===== src/rtl/axi4lite_reg_slave.sv =====
// -----------------------------------------------------------------------------
// axi4lite_reg_slave
//   AXI4-Lite responder for a bank of NUM_REGS read/write control registers
//   plus one read-only status word. It serves single-beat reads and writes.
//   The write and read channels run independent state machines.
//
//   Word map (byte address >> 2):
//     0 .. NUM_REGS-1 : control registers (RW)
//     NUM_REGS        : status word, sampled from status_in when AR is accepted
//     anything else   : out of range. Writes are dropped; reads return 0.
//                       Both answer with SLVERR.
//
// Ports
//   s_axi_aclk, s_axi_areset : clock, asynchronous active-high reset
//   S_AXI_AW* / S_AXI_W*     : write address / write data + strobes
//   S_AXI_B*                 : write response
//   S_AXI_AR* / S_AXI_R*     : read address / read data + response
//   reg_bank_out             : control registers, reg i at [32i+31:32i]
//   reg_wr_pulse             : one-cycle strobe per register on a successful write
//   status_in                : read-only status word from fabric
//
// state  | meaning
// -------+---------------------------------------------------------------
// W_IDLE | collecting AW and W (either order); commit once both are held
// W_RESP | write committed, BVALID/BRESP held until BREADY
// R_IDLE | ARREADY high, waiting for a read address
// R_DATA | RVALID/RDATA/RRESP held until RREADY
// -----------------------------------------------------------------------------
module axi4lite_reg_slave #(
  parameter int C_S_AXI_ADDR_WIDTH = 32,
  parameter int C_S_AXI_DATA_WIDTH = 32,
  parameter int NUM_REGS           = 8
) (
  input  logic                                   s_axi_aclk,
  input  logic                                   s_axi_areset,
  input  logic [C_S_AXI_ADDR_WIDTH-1:0]          S_AXI_AWADDR,
  input  logic                                   S_AXI_AWVALID,
  output logic                                   S_AXI_AWREADY,
  input  logic [C_S_AXI_DATA_WIDTH-1:0]          S_AXI_WDATA,
  input  logic [C_S_AXI_DATA_WIDTH/8-1:0]        S_AXI_WSTRB,
  input  logic                                   S_AXI_WVALID,
  output logic                                   S_AXI_WREADY,
  output logic [1:0]                             S_AXI_BRESP,
  output logic                                   S_AXI_BVALID,
  input  logic                                   S_AXI_BREADY,
  input  logic [C_S_AXI_ADDR_WIDTH-1:0]          S_AXI_ARADDR,
  input  logic                                   S_AXI_ARVALID,
  output logic                                   S_AXI_ARREADY,
  output logic [C_S_AXI_DATA_WIDTH-1:0]          S_AXI_RDATA,
  output logic [1:0]                             S_AXI_RRESP,
  output logic                                   S_AXI_RVALID,
  input  logic                                   S_AXI_RREADY,
  output logic [NUM_REGS*C_S_AXI_DATA_WIDTH-1:0] reg_bank_out,
  output logic [NUM_REGS-1:0]                    reg_wr_pulse,
  input  logic [C_S_AXI_DATA_WIDTH-1:0]          status_in
);

  localparam int AW = C_S_AXI_ADDR_WIDTH;
  localparam int DW = C_S_AXI_DATA_WIDTH;
  localparam int SW = DW / 8;

  localparam logic [1:0] RESP_OKAY   = 2'b00;
  localparam logic [1:0] RESP_SLVERR = 2'b10;

  typedef enum logic { W_IDLE, W_RESP } wstate_e;
  typedef enum logic { R_IDLE, R_DATA } rstate_e;

  wstate_e                     wstate_q;
  rstate_e                     rstate_q;
  logic [NUM_REGS-1:0][DW-1:0] regs_q;
  logic [NUM_REGS-1:0]         wr_pulse_q;

  logic          aw_held_q, w_held_q;
  logic [AW-1:0] awaddr_q;
  logic [DW-1:0] wdata_q;
  logic [SW-1:0] wstrb_q;
  logic          awready_q, wready_q, bvalid_q;
  logic [1:0]    bresp_q;

  logic          arready_q, rvalid_q;
  logic [DW-1:0] rdata_q;
  logic [1:0]    rresp_q;

  // Write-side view of this edge: a buffered beat or one handshaking now.
  logic          aw_hs, w_hs, aw_full, w_full, wr_commit;
  logic [AW-1:0] awaddr_d, wr_word;
  logic [DW-1:0] wdata_d;
  logic [SW-1:0] wstrb_d;
  logic          wr_is_reg;

  always_comb begin
    aw_hs     = S_AXI_AWVALID && awready_q;
    w_hs      = S_AXI_WVALID && wready_q;
    aw_full   = aw_held_q || aw_hs;
    w_full    = w_held_q || w_hs;
    awaddr_d  = aw_hs ? S_AXI_AWADDR : awaddr_q;
    wdata_d   = w_hs ? S_AXI_WDATA : wdata_q;
    wstrb_d   = w_hs ? S_AXI_WSTRB : wstrb_q;
    wr_commit = (wstate_q == W_IDLE) && aw_full && w_full;
    // The word index is compared on the whole word address. Any set bit above
    // the index field therefore falls out of range, and addr[1:0] is dropped.
    wr_word   = awaddr_d >> 2;
    wr_is_reg = wr_word < AW'(NUM_REGS);
  end

  always_ff @(posedge s_axi_aclk or posedge s_axi_areset) begin
    if (s_axi_areset) begin
      wstate_q   <= W_IDLE;
      regs_q     <= '0;
      wr_pulse_q <= '0;
      aw_held_q  <= 1'b0;
      w_held_q   <= 1'b0;
      awaddr_q   <= '0;
      wdata_q    <= '0;
      wstrb_q    <= '0;
      awready_q  <= 1'b0;
      wready_q   <= 1'b0;
      bvalid_q   <= 1'b0;
      bresp_q    <= RESP_OKAY;
    end else begin
      wr_pulse_q <= '0;
      case (wstate_q)
        W_IDLE: begin
          if (aw_hs) begin
            aw_held_q <= 1'b1;
            awaddr_q  <= S_AXI_AWADDR;
          end
          if (w_hs) begin
            w_held_q <= 1'b1;
            wdata_q  <= S_AXI_WDATA;
            wstrb_q  <= S_AXI_WSTRB;
          end
          if (wr_commit) begin
            awready_q <= 1'b0;
            wready_q  <= 1'b0;
            bvalid_q  <= 1'b1;
            wstate_q  <= W_RESP;
            bresp_q   <= wr_is_reg ? RESP_OKAY : RESP_SLVERR;
            for (int i = 0; i < NUM_REGS; i++) begin
              if (wr_word == AW'(i)) begin
                // An all-zero strobe still counts as a write and still pulses.
                wr_pulse_q[i] <= 1'b1;
                for (int b = 0; b < SW; b++) begin
                  if (wstrb_d[b]) regs_q[i][8*b +: 8] <= wdata_d[8*b +: 8];
                end
              end
            end
          end else begin
            awready_q <= !aw_full;
            wready_q  <= !w_full;
          end
        end
        W_RESP: begin
          if (S_AXI_BREADY) begin
            bvalid_q  <= 1'b0;
            aw_held_q <= 1'b0;
            w_held_q  <= 1'b0;
            awready_q <= 1'b1;
            wready_q  <= 1'b1;
            wstate_q  <= W_IDLE;
          end
        end
      endcase
    end
  end

  // Read mux. regs_q is sampled before any commit on the same edge, so a read
  // that collides with a write returns the pre-write value.
  logic [AW-1:0] rd_word;
  logic [DW-1:0] rd_data_c;
  logic [1:0]    rd_resp_c;

  always_comb begin
    rd_word   = S_AXI_ARADDR >> 2;
    rd_data_c = '0;
    rd_resp_c = RESP_SLVERR;
    if (rd_word < AW'(NUM_REGS)) begin
      rd_resp_c = RESP_OKAY;
      for (int i = 0; i < NUM_REGS; i++) begin
        if (rd_word == AW'(i)) rd_data_c = regs_q[i];
      end
    end else if (rd_word == AW'(NUM_REGS)) begin
      rd_resp_c = RESP_OKAY;
      rd_data_c = status_in;
    end
  end

  always_ff @(posedge s_axi_aclk or posedge s_axi_areset) begin
    if (s_axi_areset) begin
      rstate_q  <= R_IDLE;
      arready_q <= 1'b0;
      rvalid_q  <= 1'b0;
      rdata_q   <= '0;
      rresp_q   <= RESP_OKAY;
    end else begin
      case (rstate_q)
        R_IDLE: begin
          if (S_AXI_ARVALID && arready_q) begin
            arready_q <= 1'b0;
            rvalid_q  <= 1'b1;
            rdata_q   <= rd_data_c;
            rresp_q   <= rd_resp_c;
            rstate_q  <= R_DATA;
          end else begin
            arready_q <= 1'b1;
          end
        end
        R_DATA: begin
          if (S_AXI_RREADY) begin
            rvalid_q  <= 1'b0;
            arready_q <= 1'b1;
            rstate_q  <= R_IDLE;
          end
        end
      endcase
    end
  end

  assign S_AXI_AWREADY = awready_q;
  assign S_AXI_WREADY  = wready_q;
  assign S_AXI_BVALID  = bvalid_q;
  assign S_AXI_BRESP   = bresp_q;
  assign S_AXI_ARREADY = arready_q;
  assign S_AXI_RVALID  = rvalid_q;
  assign S_AXI_RDATA   = rdata_q;
  assign S_AXI_RRESP   = rresp_q;
  assign reg_bank_out  = regs_q;
  assign reg_wr_pulse  = wr_pulse_q;

endmodule

===== config.mk =====
export PLATFORM = sky130hd
export DESIGN_NAME = axi4lite_reg_slave
export DESIGN_NICKNAME = d
export VERILOG_FILES = /design/src/rtl/axi4lite_reg_slave.sv
export SDC_FILE = /design/constraint.sdc
export NUM_CORES = 1
export LEC_CHECK = 0
export ABC_AREA = 1
export CORE_MARGIN = 8
export CORE_UTILIZATION = 30
export CTS_BUF_LIST = sky130_fd_sc_hd__clkbuf_2
export DETAILED_ROUTE_END_ITERATION = 16
export GPL_ROUTABILITY_DRIVEN = 0
export SYNTH_ARGS = -nofsm -noshare
export SYNTH_HDL_FRONTEND = slang
export SYNTH_SLANG_ARGS = --single-unit

===== constraint.sdc =====
create_clock -name s_axi_aclk -period 14.3 [get_ports s_axi_aclk]
set_input_delay 2.145 -clock s_axi_aclk [delete_from_list [all_inputs] [get_ports s_axi_aclk]]
set_output_delay 2.145 -clock s_axi_aclk [all_outputs]
set_load 0.005 [all_outputs]

==> impl_metrics.tcl, run 1 <==
set metrics [dict create \
    core_um2 57300 \
    io_buffers 437 \
    grt_max_degree 91 \
    grt_busiest_layer "met2" \
    start_util 0.301 \
    finalHoldViolations 0 \
    use_met2 0.334 \
    vias_per_cell 4.86 \
    h-tree-depth 3 \
    grt-ovfl-total 0 \
    total_power_mw 2.66 \
    seq_area_frac_synth 0.541 \
    drt-wirelength-per-cell_um 20.4 \
    seq_power_share 0.464 \
    dieArea_um2 65400 \
    path_max_fanout 42 \
    tns_ns 0 \
    r2r_cells 11 \
    min_path_cells 1 \
    clk_latency_ns 1.17 \
    vias 16283 \
    worst_pin_slew_ns 1.01 \
    max_cap_violations 0 \
    async_reset_ff_frac 1.00 \
    cell_internal_pwr_mw 1.66 \
    ys_ff_latch 373 \
    crit_path_start_kind "primary input" \
    ys.warnings.count 0 \
    antenna_found_initial 12 \
    track_usage 0.204 \
    status "completed" \
    power_density_nw_per_um2 115 \
    clk_pin_slew_ns 0.10 \
    hp-class "flip-flop to flip-flop" \
    grt.met3_usage 0.0630 \
    crit_type "primary input to flip-flop" \
    cts_tree "done" \
    min_period_ns 4.93 \
    grt_pass1_vias 16611 \
    cts.sinks 373 \
    p_leak_nw 10.3 \
    dr.pass1.iters 5 \
    finalCritPeriodShare 0.345 \
    ir_drop_mv 0.0759 \
    required_ns 15.29 \
    setup_viol 0 \
    hold_buffers 0 \
    synth_cells 2068 \
    endpoint_kind "flip-flop" \
    post_synth.cell_area_avg_um2 8.34 \
    use_met1 0.245 \
    cts_buffers 102 \
    synth_edf_count 0 \
    pin_count 444 \
    grt_pass1_wl_um 103000 \
    p_comb_frac 0.244 \
    routed_wl_um 68300 \
    arrival_ns 5.91 \
    drc 0 \
    postCtsSetupBuffers 0 \
    postCtsResizedCells 0 \
    ant_nets 0 \
    fmax_ghz 0.203 \
    clockBufferDepth 3 \
    rsz0062_at_grt "false" \
    cts_root_buf "clkbuf_2" \
    die_h_um 256 \
    power.share.switching 0.375 \
    p_clk_frac 0.292 \
    fin_skew_ns 0.130 \
    die_x_um 256 \
    fill_cells 5857 \
    drt_iter0_markers 1096 \
    rows 88 \
    final_common_cell "nand2_1" \
    drive_gt1_frac 0.105 \
    finalWorstSetupSlack_ns 9.37 \
    final_max_slew_viol_count 0 \
    p_switching_uw 998 \
    synth_cell_types 37 \
    synth_area_um2 17200 \
    syn2layout_area_growth_pct 34.3 \
    max-slew-margin-rel 0.308 \
    synth_flop_cell "dfrtp_1" \
    nets 2662 \
    final_cell_mix "nand2_1, clkdlybuf4s50_1, dfrtp_1" \
    place_hpwl_um 49100 \
    pre_cts_slack_ns 8.08 \
]
## path summary, 6_finish.rpt
kind                                                 from                             to  slack (ns)
worst max-delay path                        S_AXI_AWVALID  reg_bank_out[244]$_DFFE_PP0P_        9.37
worst min-delay path                   rstate_q$_DFF_PP0_       S_AXI_RVALID$_DFFE_PP0P_        0.45
worst max register to register  S_AXI_AWREADY$_DFFE_PP0P_  reg_bank_out[244]$_DFFE_PP0P_       10.45
worst min register to register         rstate_q$_DFF_PP0_       S_AXI_RVALID$_DFFE_PP0P_        0.45
max in group asynchronous                    s_axi_areset     S_AXI_RDATA[4]$_DFFE_PP0P_       10.45
min in group asynchronous                    s_axi_areset      reg_wr_pulse[1]$_DFF_PP0_        1.51
## cell type report
| cell class | count | area (um2) | share of cell area |
|---|---|---|---|
| Timing Repair Buffer | 454 | 4500 | 0.194 |
| Tap cell | 765 | 957 | 0.0413 |
| Inverter | 127 | 484 | 0.0209 |
| Antenna cell | 4 | 10.0 | 0.000432 |
| Clock inverter | 19 | 156 | 0.00675 |
| Multi-Input combinational cell | 1465 | 7000 | 0.302 |
| Sequential cell | 373 | 9340 | 0.403 |
| Clock buffer | 143 | 716 | 0.0309 |
## sequential cells by signal, indices dropped and copies added (netlist names), 4 cells and up
name	cells
reg_bank_out	256
S_AXI_RDATA	32
wdata_q	32
awaddr_q	30
reg_wr_pulse	8
wstrb_q	4
## routing by layer
layer / vias to the layer above / part of all wire
met5: - / 0.0016
met3: 134 / 0.078
met2: 641 / 0.47
met1: 7788 / 0.41
met4: 16 / 0.036
li1: 7704 / -
## power groups by stage
stage	clock network [mW]	registers, mW	logic, mW
detailed placement	0	1.25	0.657
CTS	0.807	1.23	0.659
global route	0.862	1.25	0.727
floorplan	0	1.22	0.439
finish	0.776	1.23	0.650
global placement	0	1.25	0.637
## synthesized netlist by cell type, types with 13 or more instances
cell | n | area [um2]
clkbuf_1 | 61 | 229
o21ai_2 | 38 | 333
dfrtp_1 | 373 | 9330
o21ai_1 | 95 | 475
nor2_1 | 182 | 683
buf_2 | 17 | 85.1
nand3_1 | 148 | 741
nand2_1 | 651 | 2440
nand3_2 | 21 | 210
inv_1 | 122 | 458
a31oi_1 | 13 | 81.3
o21ai_0 | 196 | 981
mux2i_1 | 36 | 360
nand4_1 | 38 | 238
buf_1 | 15 | 56.3
## stage by stage
step	std cells	hold slack (ns)	util	area (um2)
3_5_place_dp	3184	0.447	0.389	22300
5_1_grt	3348	0.468	0.404	23200
2_1_floorplan	2069	0.417	-	17200
3_3_place_gp	3184	0.429	0.389	22300
6_report	3350	0.454	0.405	23200
4_1_cts	3346	0.454	0.404	23200
## logic make-up (layout without fill, tap and decap cells)
family | Yosys count | in the layout | share of synthesized area
and+or+nand+nor | 1078 | 1078 | 0.270
DFF | 373 | 373 | 0.541
AOI/OAI and AO/OA | 349 | 349 | 0.111
buffers and inverters | 231 | 743 | 0.0559
muxes | 36 | 36 | 0.0209
other | 1 | 6 | 0.000217
## critical path, stage by stage
cell and delay, ns:
clkdlybuf4s50_1 0.45, nand2_4 0.43, inv_2 0.25, nand2_1 0.14, nand2_1 0.06, nor2_1 0.10
nand2_1 0.07, nor2_1 0.24, nand2_4 0.16, nor3_2 0.64, nand3_1 0.79, o21ai_0 0.40
Power figures use the tool's default switching activity.
==> run 2, diff against run 1 <==
clock period = 4 ns   (was 14.3 ns; I/O delays follow)
==> impl_metrics.tcl, run 2 (same netlist as run 1, synthesis figures left out) <==
set metrics [dict create \
    cts.sinks 373 \
    critical_path.cell_chain "nand2_4, inv_2, nand2_1, nand2_1, nor2_1, nand2_1, nor2_1, nand2_4, nor3_2, nand3_1, o21ai_0" \
    crit_type "flip-flop to flip-flop" \
    largest_reg_flops 256 \
    final_cell_mix "nand2_1, clkdlybuf4s50_1, dfrtp_1" \
    seq_power_share 0.450 \
    dr.pass1.iters 5 \
    hp-class "primary input to flip-flop" \
    drive_gt1_frac 0.119 \
    setup_viol 0 \
    drt-wirelength-per-cell_um 19.9 \
    max_cap_violations 0 \
    dieArea_um2 65400 \
    post_dp_cell_area_um2 22600 \
    drt_iter0_markers 1087 \
    rsz0062_at_grt "false" \
    grt_pass1_vias 16554 \
    crit_path_frequent_cell "nand2_1" \
    final_common_cell "nand2_1" \
    p_comb_frac 0.251 \
    seqCellArea_um2 9340 \
    clockBufferDepth 3 \
    fmax_ghz 0.294 \
    ant_nets 0 \
    routed_wl_um 68200 \
    power.share.switching 0.371 \
    grt_pass1_wl_um 103000 \
    core_um2 57300 \
    clk_pin_slew_ns 0.10 \
    arrival_ns 4.37 \
    vias_per_cell 4.82 \
    io_buffers 437 \
    drc 0 \
    crit_slowest_cell "nand3_1" \
    cts_buffers 103 \
    ir_drop_mv 0.241 \
    syn2layout_area_growth_pct 38.4 \
    track_usage 0.203 \
    worst_pin_slew_ns 1.03 \
    grt-ovfl-total 0 \
    p_switching_mw 3.60 \
    required_ns 4.97 \
    fin_skew_ns 0.0806 \
    antenna_found_initial 9 \
    status "completed" \
    endpoint_kind "flip-flop" \
    p_clk_frac 0.299 \
    postCtsResizedCells 0 \
    p_leak_nw 10.7 \
    cts_root_buf "clkbuf_2" \
    rows 88 \
    vias 16506 \
    die_x_um 256 \
    cts_tree "done" \
    nets 2718 \
    path_max_fanout 34 \
    max_stage_delay_ns 0.59 \
    min_period_ns 3.40 \
    finalHoldViolations 0 \
    crit_path_start_kind "flip-flop" \
    final_max_slew_viol_count 0 \
    place_hpwl_um 49900 \
    h-tree-depth 3 \
    power_density_nw_per_um2 407 \
    start_util 0.301 \
    die_h_um 256 \
    finalCritPeriodShare 0.851 \
    max-slew-margin-rel 0.292 \
    postCtsSetupBuffers 0 \
    tns_ns 0 \
    pin_count 444 \
    clk_latency_ns 1.09 \
    cell_internal_pwr_mw 6.11 \
    fin_area_um2 23900 \
    multi_input_area_um2 7000 \
    fill_cells 5784 \
    grt_max_degree 92 \
]
==> run 2: changes by cell type in the layout (fill, tap and decap cells not counted), sizes merged, moves of 8 or more <==
cell	delta
buf	+31
dlygate4sd3	+24
clkbuf	+15
clkinv	+8
==> run 2: cell type report <==
cell class / count / area share
Sequential cell: 373 / 0.391
Tap cell: 765 / 0.0401
Multi-Input combinational cell: 1465 / 0.293
Inverter: 127 / 0.0201
Antenna cell: 3 / 0.000314
Clock inverter: 27 / 0.00776
Clock buffer: 158 / 0.0331
Timing Repair Buffer: 509 / 0.214
==> run 2: what timing repair did <==
| action | CTS | global route |
|---|---|---|
| endpoints found under the setup margin | 0 | 0 |
| hold buffers | 24 | 0 |
| hold endpoints to repair | 46 | 0 |
==> run 2: routing by layer <==
layer,global-route usage,vias up,routed length (um)
met2,0.338,621,32700
met3,0.0511,112,4670
met4,0.0807,12,1940
li1,-,7836,-
met1,0.251,7925,28900
met5,0,-,78
==> run 2: per-stage QoR <==
stage	std cells	setup slack, ns	util	hold WS [ns]	total power [mW]
3_3_place_gp	3215	-0.0885	0.396	0.428	6.78
5_1_grt	3427	0.329	0.417	0.0697	10.4
6_report	3427	0.596	0.417	0.194	9.71
2_1_floorplan	2069	-1.61	-	0.417	5.95
4_1_cts	3424	0.493	0.417	0.00454	9.87
3_5_place_dp	3215	-0.182	0.396	0.440	6.87
==> run 2: worst paths after layout <==
path                                                       to                       from  slack (ns)  depth (start not counted)
worst min register to register       S_AXI_RVALID$_DFFE_PP0P_         rstate_q$_DFF_PP0_        0.45                          1
max in group asynchronous       reg_bank_out[110]$_DFFE_PP0P_               s_axi_areset        2.42                          5
worst max register to register  reg_bank_out[225]$_DFFE_PP0P_  S_AXI_AWREADY$_DFFE_PP0P_        0.60                         11
worst min-delay path                 awaddr_q[16]$_DFFE_PP0N_           S_AXI_AWADDR[16]        0.19                          3
min in group asynchronous       reg_bank_out[184]$_DFFE_PP0P_               s_axi_areset        0.57                          3
worst max-delay path            reg_bank_out[225]$_DFFE_PP0P_  S_AXI_AWREADY$_DFFE_PP0P_        0.60                         11
==> run 2: worst max-delay path, delay by kind of cell (launching register included) <==
family	cells	cell delay, ns
simple gates	9	2.26
flops	1	0.44
compound gates	1	0.40
buf+inv	1	0.22
==> run 2: power groups by stage <==
| stage | registers (mW) | clock network (mW) | logic [mW] |
|---|---|---|---|
| CTS | 4.37 | 3.04 | 2.46 |
| detailed placement | 4.44 | 0 | 2.43 |
| global placement | 4.42 | 0 | 2.36 |
| finish | 4.37 | 2.91 | 2.44 |
| global route | 4.42 | 3.24 | 2.71 |
| floorplan | 4.38 | 0 | 1.57 |
==> run 3, diff against run 2 <==
ABC_AREA = unset   (was 1)
==> impl_metrics.tcl, run 3 <==
set metrics [dict create \
    status "completed" \
    p_leak_nw 10.4 \
    fill_cells 5184 \
    routed_wl_um 67300 \
    synthTopCellsByArea "dfrtp_1, mux2_2, mux4_2" \
    synth_cells 1163 \
    post_synth.cell_area_avg_um2 14.4 \
    fin_util 0.427 \
    synth_top_cell_area_share 0.557 \
    finalCritPeriodShare 0.793 \
    finalNonFillerCells 2554 \
    grt_max_degree 61 \
    cts_buffers 102 \
    die_x_um 252 \
    track_usage 0.207 \
    ant_nets 0 \
    grt-ovfl-total 0 \
    drc 0 \
    fin_skew_ns 0.127 \
    antenna_found_initial 5 \
    drt-wirelength-per-cell_um 26.4 \
    cts_tree "done" \
    ys_ff_latch 373 \
    rsz0062_at_grt "false" \
    synth_flop_cell "dfrtp_1" \
    arrival_ns 4.08 \
    core_um2 55200 \
    synth_most_common_cell "dfrtp_1" \
    fmax_ghz 0.315 \
    power_density_nw_per_um2 392 \
    synth_area_um2 16700 \
    total_power_mw 9.25 \
    final_common_cell "clkdlybuf4s50_1" \
    worst_pin_slew_ns 1.17 \
    post_dp_cell_area_um2 22300 \
    synth_edf_count 0 \
    pin_count 444 \
    largest_reg_flops 256 \
    clk_latency_ns 1.15 \
    max_cap_violations 0 \
    clockBufferDepth 3 \
    fin_area_um2 23600 \
    syn2layout_area_growth_pct 40.8 \
    async_reset_ff_frac 1.00 \
    drt_iter0_markers 636 \
    required_ns 4.91 \
    vias 13210 \
    start_util 0.303 \
    hp-class "primary input to flip-flop" \
    vias_per_cell 5.17 \
    max-slew-margin-rel 0.215 \
    setup_viol 0 \
    postCtsSetupBuffers 0 \
    dp_cells 2339 \
    clk_pin_slew_ns 0.11 \
    ys.warnings.count 0 \
    finalHoldViolations 0 \
    final_cell_mix "clkdlybuf4s50_1, dfrtp_1, mux2_2" \
    whs_ns 0.184 \
    crit_path_start_kind "flip-flop" \
    ir_drop_mv 0.172 \
    synth_cell_types 58 \
    yosys.area.top_type "dfrtp_1" \
    path_max_fanout 10 \
    h-tree-depth 3 \
    cts.sinks 373 \
    pre_cts_slack_ns 0.241 \
    tns_ns 0 \
    dr.pass1.iters 5 \
    seq_area_frac_synth 0.557 \
    endpoint_kind "flip-flop" \
    die_h_um 252 \
    io_buffers 437 \
    drive_gt1_frac 0.338 \
    rows 86 \
    min_period_ns 3.17 \
    dieArea_um2 63600 \
    place_hpwl_um 47300 \
    nets 1869 \
    grt_pass1_vias 14397 \
    synth_common_cells "dfrtp_1, mux2_2, a22o_1" \
    crit_type "flip-flop to flip-flop" \
    cts_root_buf "clkbuf_2" \
    finalWorstSetupSlack_ns 0.830 \
    final_max_slew_viol_count 0 \
    grt_pass1_wl_um 98200 \
]
[run 3: worst paths after layout]
check                                               start                            end  slack, ns  cells past startpoint
worst max-delay path            S_AXI_AWREADY$_DFFE_PP0P_  reg_bank_out[122]$_DFFE_PP0P_       0.83                      5
worst min-delay path                      S_AXI_AWADDR[9]        awaddr_q[9]$_DFFE_PP0N_       0.18                      2
worst max register to register  S_AXI_AWREADY$_DFFE_PP0P_  reg_bank_out[122]$_DFFE_PP0P_       0.83                      5
worst min register to register   S_AXI_RVALID$_DFFE_PP0P_       S_AXI_RVALID$_DFFE_PP0P_       0.49                      2
max in group asynchronous                    s_axi_areset   reg_bank_out[63]$_DFFE_PP0P_       2.48                      4
min in group asynchronous                    s_axi_areset      S_AXI_AWREADY$_DFFE_PP0P_       0.58                      3
[run 3: timing repair]
item                                   4_1_cts  5_1_grt
resized for setup                            0        0
hold buffers                                35        0
endpoints found under the hold margin       50        0
[run 3: cell families (layout without fill, tap and decap cells)]
family,after synthesis,in the layout,share of synthesized area
multiplexers,393,393,0.285
buffers and inverters,62,696,0.0154
AO/OA/AOI/OAI,200,200,0.0959
other,1,10,0.000224
flip-flops,373,373,0.557
AND/OR/NAND/NOR,134,134,0.0458
[run 3: where the power goes]
group / internal [mW] / leakage, nW / switching, mW
combinational: 0.917 / 4.75 / 1.20
sequential: 4.16 / 5.04 / 0.254
clock: 1.07 / 0.669 / 1.64
[run 3: routing by layer]
| layer | vias up | GRT usage | wire length [um] |
|---|---|---|---|
| met4 | 0 | 0.0739 | 2080 |
| met5 | - | 0 | 0 |
| met3 | 120 | 0.0742 | 5600 |
| met2 | 533 | 0.340 | 32200 |
| met1 | 6835 | 0.250 | 27400 |
| li1 | 5722 | - | - |
[run 3: layout make-up]
class                      instances  area (um2)  area share
antenna                            8        20.0    0.000849
timing repair buffer             519        5160       0.219
sequential                       373        9340       0.396
clock buffer                     139         696      0.0295
clock inverter                    33         199     0.00844
inverter                           5        22.5    0.000956
tap                              748         936      0.0397
multi-input combinational        729        7200       0.305
[run 3: critical path, cell delays in order (launching register included)]
cell	delay, ns
dfrtp_1	0.50
and2_1	0.40
nand4_2	0.43
a2111oi_2	0.66
o21ai_1	0.51
mux2_2	0.43
